### config.mk
export PLATFORM = sky130hd
export DESIGN_NAME = linear_feedback_shift_register
export DESIGN_NICKNAME = d
export VERILOG_FILES = /design/src/rtl/linear_feedback_shift_register.sv
export SDC_FILE = /design/constraint.sdc
export NUM_CORES = 1
export LEC_CHECK = 0
export CAP_MARGIN = 40
export CORE_MARGIN = 10
export CORE_UTILIZATION = 47
export DETAILED_ROUTE_END_ITERATION = 16
export PLACE_DENSITY = 0.85
export SETUP_SLACK_MARGIN = 0.05
export SLEW_MARGIN = 20
export SYNTH_ARGS = -nofsm -noshare
export SYNTH_HDL_FRONTEND = slang
export SYNTH_SLANG_ARGS = --single-unit
export TNS_END_PERCENT = 1
### constraint.sdc
create_clock -name clock -period 1.3 [get_ports clock]
set_input_delay 0.13 -clock clock [delete_from_list [all_inputs] [get_ports clock]]
set_output_delay 0.13 -clock clock [all_outputs]
set_load 0.05 [all_outputs]
### src/rtl/linear_feedback_shift_register.sv
// -----------------------------------------------------------------------------
// linear_feedback_shift_register
//
// Serial pseudo-random bit generator built on a WIDTH-bit Fibonacci LFSR.
// The default feedback polynomial x^32+x^22+x^2+x+1 is maximal-length.
// The state can be seeded synchronously. The MSB of the state is emitted one
// bit per clock, straight from the state register.
//
// Ports
//   q      out  1      serial output, state[WIDTH-1]
//   clock  in   1      rising-edge clock
//   rst    in   1      asynchronous, active-high reset; state <= DEFAULT_SEED
//   seed   in   WIDTH  value loaded when load=1 (zero is replaced by DEFAULT_SEED)
//   load   in   1      synchronous seed-load strobe; has priority over shifting
// -----------------------------------------------------------------------------
module linear_feedback_shift_register #(
  parameter int               WIDTH        = 32,
  parameter logic [WIDTH-1:0] TAPS         = 32'h8020_0003,
  parameter logic [WIDTH-1:0] DEFAULT_SEED = 32'h0000_0001
) (
  output logic             q,
  input  logic             clock,
  input  logic             rst,
  input  logic [WIDTH-1:0] seed,
  input  logic             load
);

  logic [WIDTH-1:0] state;
  logic [WIDTH-1:0] next_state;

  // An all-zero state would lock the register up, so a zero seed is swapped
  // for the default seed.
  function automatic logic [WIDTH-1:0] guard_seed(input logic [WIDTH-1:0] s);
    guard_seed = (s == '0) ? DEFAULT_SEED : s;
  endfunction

  // Fibonacci step: parity of the tapped bits enters at bit 0 while the
  // register shifts toward the MSB.
  function automatic logic [WIDTH-1:0] lfsr_step(input logic [WIDTH-1:0] s);
    logic fb;
    fb        = ^(s & TAPS);
    lfsr_step = {s[WIDTH-2:0], fb};
  endfunction

  always_comb begin
    next_state = lfsr_step(state);
    if (load) begin
      next_state = guard_seed(seed);
    end
  end

  always_ff @(posedge clock or posedge rst) begin
    if (rst) begin
      state <= DEFAULT_SEED;
    end else begin
      state <= next_state;
    end
  end

  assign q = state[WIDTH-1];

endmodule

# == After elaboration in Yosys (flattened, before gate mapping) ==
# Index checks and enable logic that the tools add are counted.
# Widths: inputs -> output; s select.
# op_classes
muxes,2
n_reduce_logical,2
# op_table
operator,n
$mux 32,2
$logic_not 32->1,1
$reduce_xor 32->1,1
# totals
reg_bits,32
in_bits,35
out_inout_bits,1
word_cells,5

# == Logic depth before layout (Yosys ltp) ==
# depth
depth_word,3
depth_mapped,4
depth_no_buf,4

# == Worst setup path before layout ==
# No wires, ideal clock.
# synth_path
path_kind,reg-to-reg
from,register state[31]
to,register state[0]
setup_time_ns,0.077
arrival_time_ns,1.073
required_ns,1.223
path_slack_ns,0.149
stages_incl_launch_ff,4
n_path_buf,0
period_less_slack_ns,1.151
cell_sequence,dfrtp_1 xor2_1 xnor2_1 o21a_1
# synth_between
elab_chain_len,2
# synth_rtl
item,line_no,rtl
from (decl),28,logic [WIDTH-1:0] state;
from (signal assigned),56,state <= next_state;
$reduce_xor 32->1,41,fb = ^(s & TAPS);
$mux 32,47,if (load) begin
named net next_state[0],29,logic [WIDTH-1:0] next_state;
# The timed path passes the listed nets, and every way through them passes these cells.

# == Worst setup path in the final report ==
# layout_path
from,input port seed[1]
to,register state[0]
# layout_between
elab_chain_len,3
# layout_rtl
item,line_no,rtl
from (decl),24,"input logic [WIDTH-1:0] seed,"
$logic_not 32->1,34,guard_seed = (s == '0) ? DEFAULT_SEED : s;
$mux 32,34,
$mux 32,47,
named net next_state[0],29,
# The timed path passes the listed nets, and every way through them passes these cells.

==> results.json <==
{
  "dieArea_um2": 5380,
  "ys_seq_area_frac": 0.599,
  "drt_wl_total_um": 2810,
  "clkSlewWorstSetupHoldPaths_ns": 0.09,
  "clockRootBuffer": "clkbuf_4",
  "drv_cap": 0,
  "cts_setup_buffers": 0,
  "rsz0062_at_grt": "false",
  "reg2reg_depth": 3,
  "first_pass_iters": 3,
  "skew_ns": 0.0135,
  "grt_pass1_vias": 925,
  "ys_ff_latch": 32,
  "num_antenna_cells": 0,
  "cts_buffer_depth": 2,
  "synth_cell_types": 15,
  "hold_class": "in -> async",
  "ir_drop_v": 0.000920,
  "synth_edf_count": 0,
  "drtIter0Drc": 56,
  "rrSetupSlack_ns": 0.26,
  "yosysWarnings": 0,
  "fin_tns_setup_ns": 0,
  "grt_use_total": 0.115,
  "finalCritPeriodShare": 0.858,
  "h-tree-depth": 2,
  "synth_area_leaders": "dfrtp_1 (58%), mux2_2 (19%), mux2_1 (7.6%), nor4_2 (3.7%), buf_6 (2.5%)",
  "status": "completed",
  "yosys.area_share.simple": 0.0720,
  "nNetsFinal": 160,
  "synth.mux.area_fraction": 0.261,
  "holdBufCountCts": 0,
  "ant_nets": 0,
  "synth_top_family_by_area": "multiplexers",
  "syn_nets": 119,
  "gr-total-overflow": 0,
  "crit_fanout": 2,
  "insertion_delay_ns": 0.33,
  "hold_violations": 0,
  "cts_resized": 0,
  "path_class": "in -> reg",
  "max_slew_margin": 0.788,
  "synthTopCellsByCount": "dfrtp_1 (31), mux2_2 (22), mux2_1 (9), nor4_1 (4), nor4_2 (4)",
  "core-area_um2": 2730,
  "rows": 19,
  "arrival_ns": 1.39,
  "wire_per_inst_um": 17.9,
  "postSynthAreaPerCell_um2": 15.9,
  "grt_max_degree": 34,
  "synthMostInstantiatedCell": "dfrtp_1",
  "syn_area_um2": 1340,
  "vias_per_cell": 5.13,
  "power_density_nw_per_um2": 1150,
  "place.gp.congestion": 0.717,
  "power_leakage_nw": 0.718,
  "die_w_um": 73.4,
  "required_ns": 1.58,
  "worst_pin_slew_ns": 0.314,
  "synth_cells": 84,
  "drv_slew": 0,
  "place_hpwl_um": 2230,
  "cts_sinks": 32,
  "synth_top_cell_area_share": 0.579,
  "finalSetupViolCount": 0,
  "cts_made_buffers": 5,
  "synth_area_leader_cell": "dfrtp_1",
  "async_reset_ff_frac": 1.00,
  "area_growth_pct": 33.5,
  "total_power_mw": 2.06,
  "setup_ws_ns": 0.185,
  "fmax_mhz": 897,
  "regMostFlops": "state",
  "end_kind": "register",
  "vias": 806,
  "cts_tree": "built",
  "pre_cts_ws_ns": -0.160,
  "top_regs": "state: 32 flops",
  "antenna_found_initial": 0,
  "synth_compound_area_frac": 0.00935,
  "post-route-util": 0.654,
  "yosys.area_share.adder": 0,
  "io-pin-count": 36,
  "largest_register_ffs": 32,
  "die_h_um": 73.4,
  "grt_pass1_wl_um": 4710,
  "synthXorXnorAreaFrac": 0.0196,
  "fill_cells": 194,
  "portBuffers": 35,
  "start_kind": "input port",
  "start_util": 0.490,
  "min_period_ns": 1.11,
  "drc": 0,
  "drive_gt1_frac": 0.302,
  "ys.flop_type": "dfrtp_1"
}
-- per-layer routing --
| metal | vias up | routed length, um | global-route usage |
|---|---|---|---|
| li1 | 386 | - | - |
| met1 | 396 | 1160 | 0.128 |
| met2 | 20 | 1480 | 0.196 |
| met3 | 4 | 124 | 0.0417 |
| met4 | 0 | 47 | 0.0435 |
| met5 | - | 0 | 0 |
-- per-stage QoR --
stage / hold WS, ns / instances / cell area (um2)
3_5_place_dp: 0.398 / 149 / 1740
2_1_floorplan: 0.245 / 84 / 1340
5_1_grt: 0.0405 / 157 / 1790
3_3_place_gp: 0.383 / 149 / 1740
4_1_cts: 0.0482 / 157 / 1790
6_report: 0.0451 / 157 / 1790
-- layout make-up --
cell class / instances / area (um2) / area share
sequential: 32 / 802 / 0.449
inverter: 1 / 3.75 / 0.00210
clock buffer: 7 / 45.0 / 0.0252
multi-input combinational: 47 / 484 / 0.271
tap: 31 / 38.8 / 0.0217
timing repair buffer: 38 / 408 / 0.228
clock inverter: 1 / 5.00 / 0.00280
-- logic make-up after synthesis --
logic type | after synthesis
DFF | 32
muxes | 31
and+or+nand+nor | 11
buffers and inverters | 5
xor gates and xnor gates | 3
AOI/OAI and AO/OA | 2
-- worst paths after layout --
kind                           start        end
setup / recovery             seed[1]   state[0]
hold / removal                   rst   state[4]
setup reg to reg            state[0]   state[0]
hold reg to reg            state[14]  state[15]
max in group asynchronous        rst  state[28]
min in group clock           seed[8]   state[8]
-- critical path, stage by stage --
cell,delay (ns)
clkdlybuf4s50_1,0.44
nor4_1,0.34
nand4_1,0.19
o21ai_1,0.15
o21a_1,0.13
-- power by group --
group          total [mW]  internal (mW)  switching, mW
clock network       0.523          0.210          0.312
logic               0.377          0.239          0.139
registers            1.16           1.11         0.0427
total                2.06           1.56          0.494
-- placed cells by master (no fill, tap or decap), drive strengths merged --
cell and n:
and2b 1, buf 4, clkbuf 7, clkdlybuf4s50 34, clkinv 1, dfrtp 31, dfstp 1, inv 1
mux2 31, nand4 2, nor4 8, o21a 1, o21ai 1, xnor2 2, xor2 1
Power figures use the tool's default switching activity.
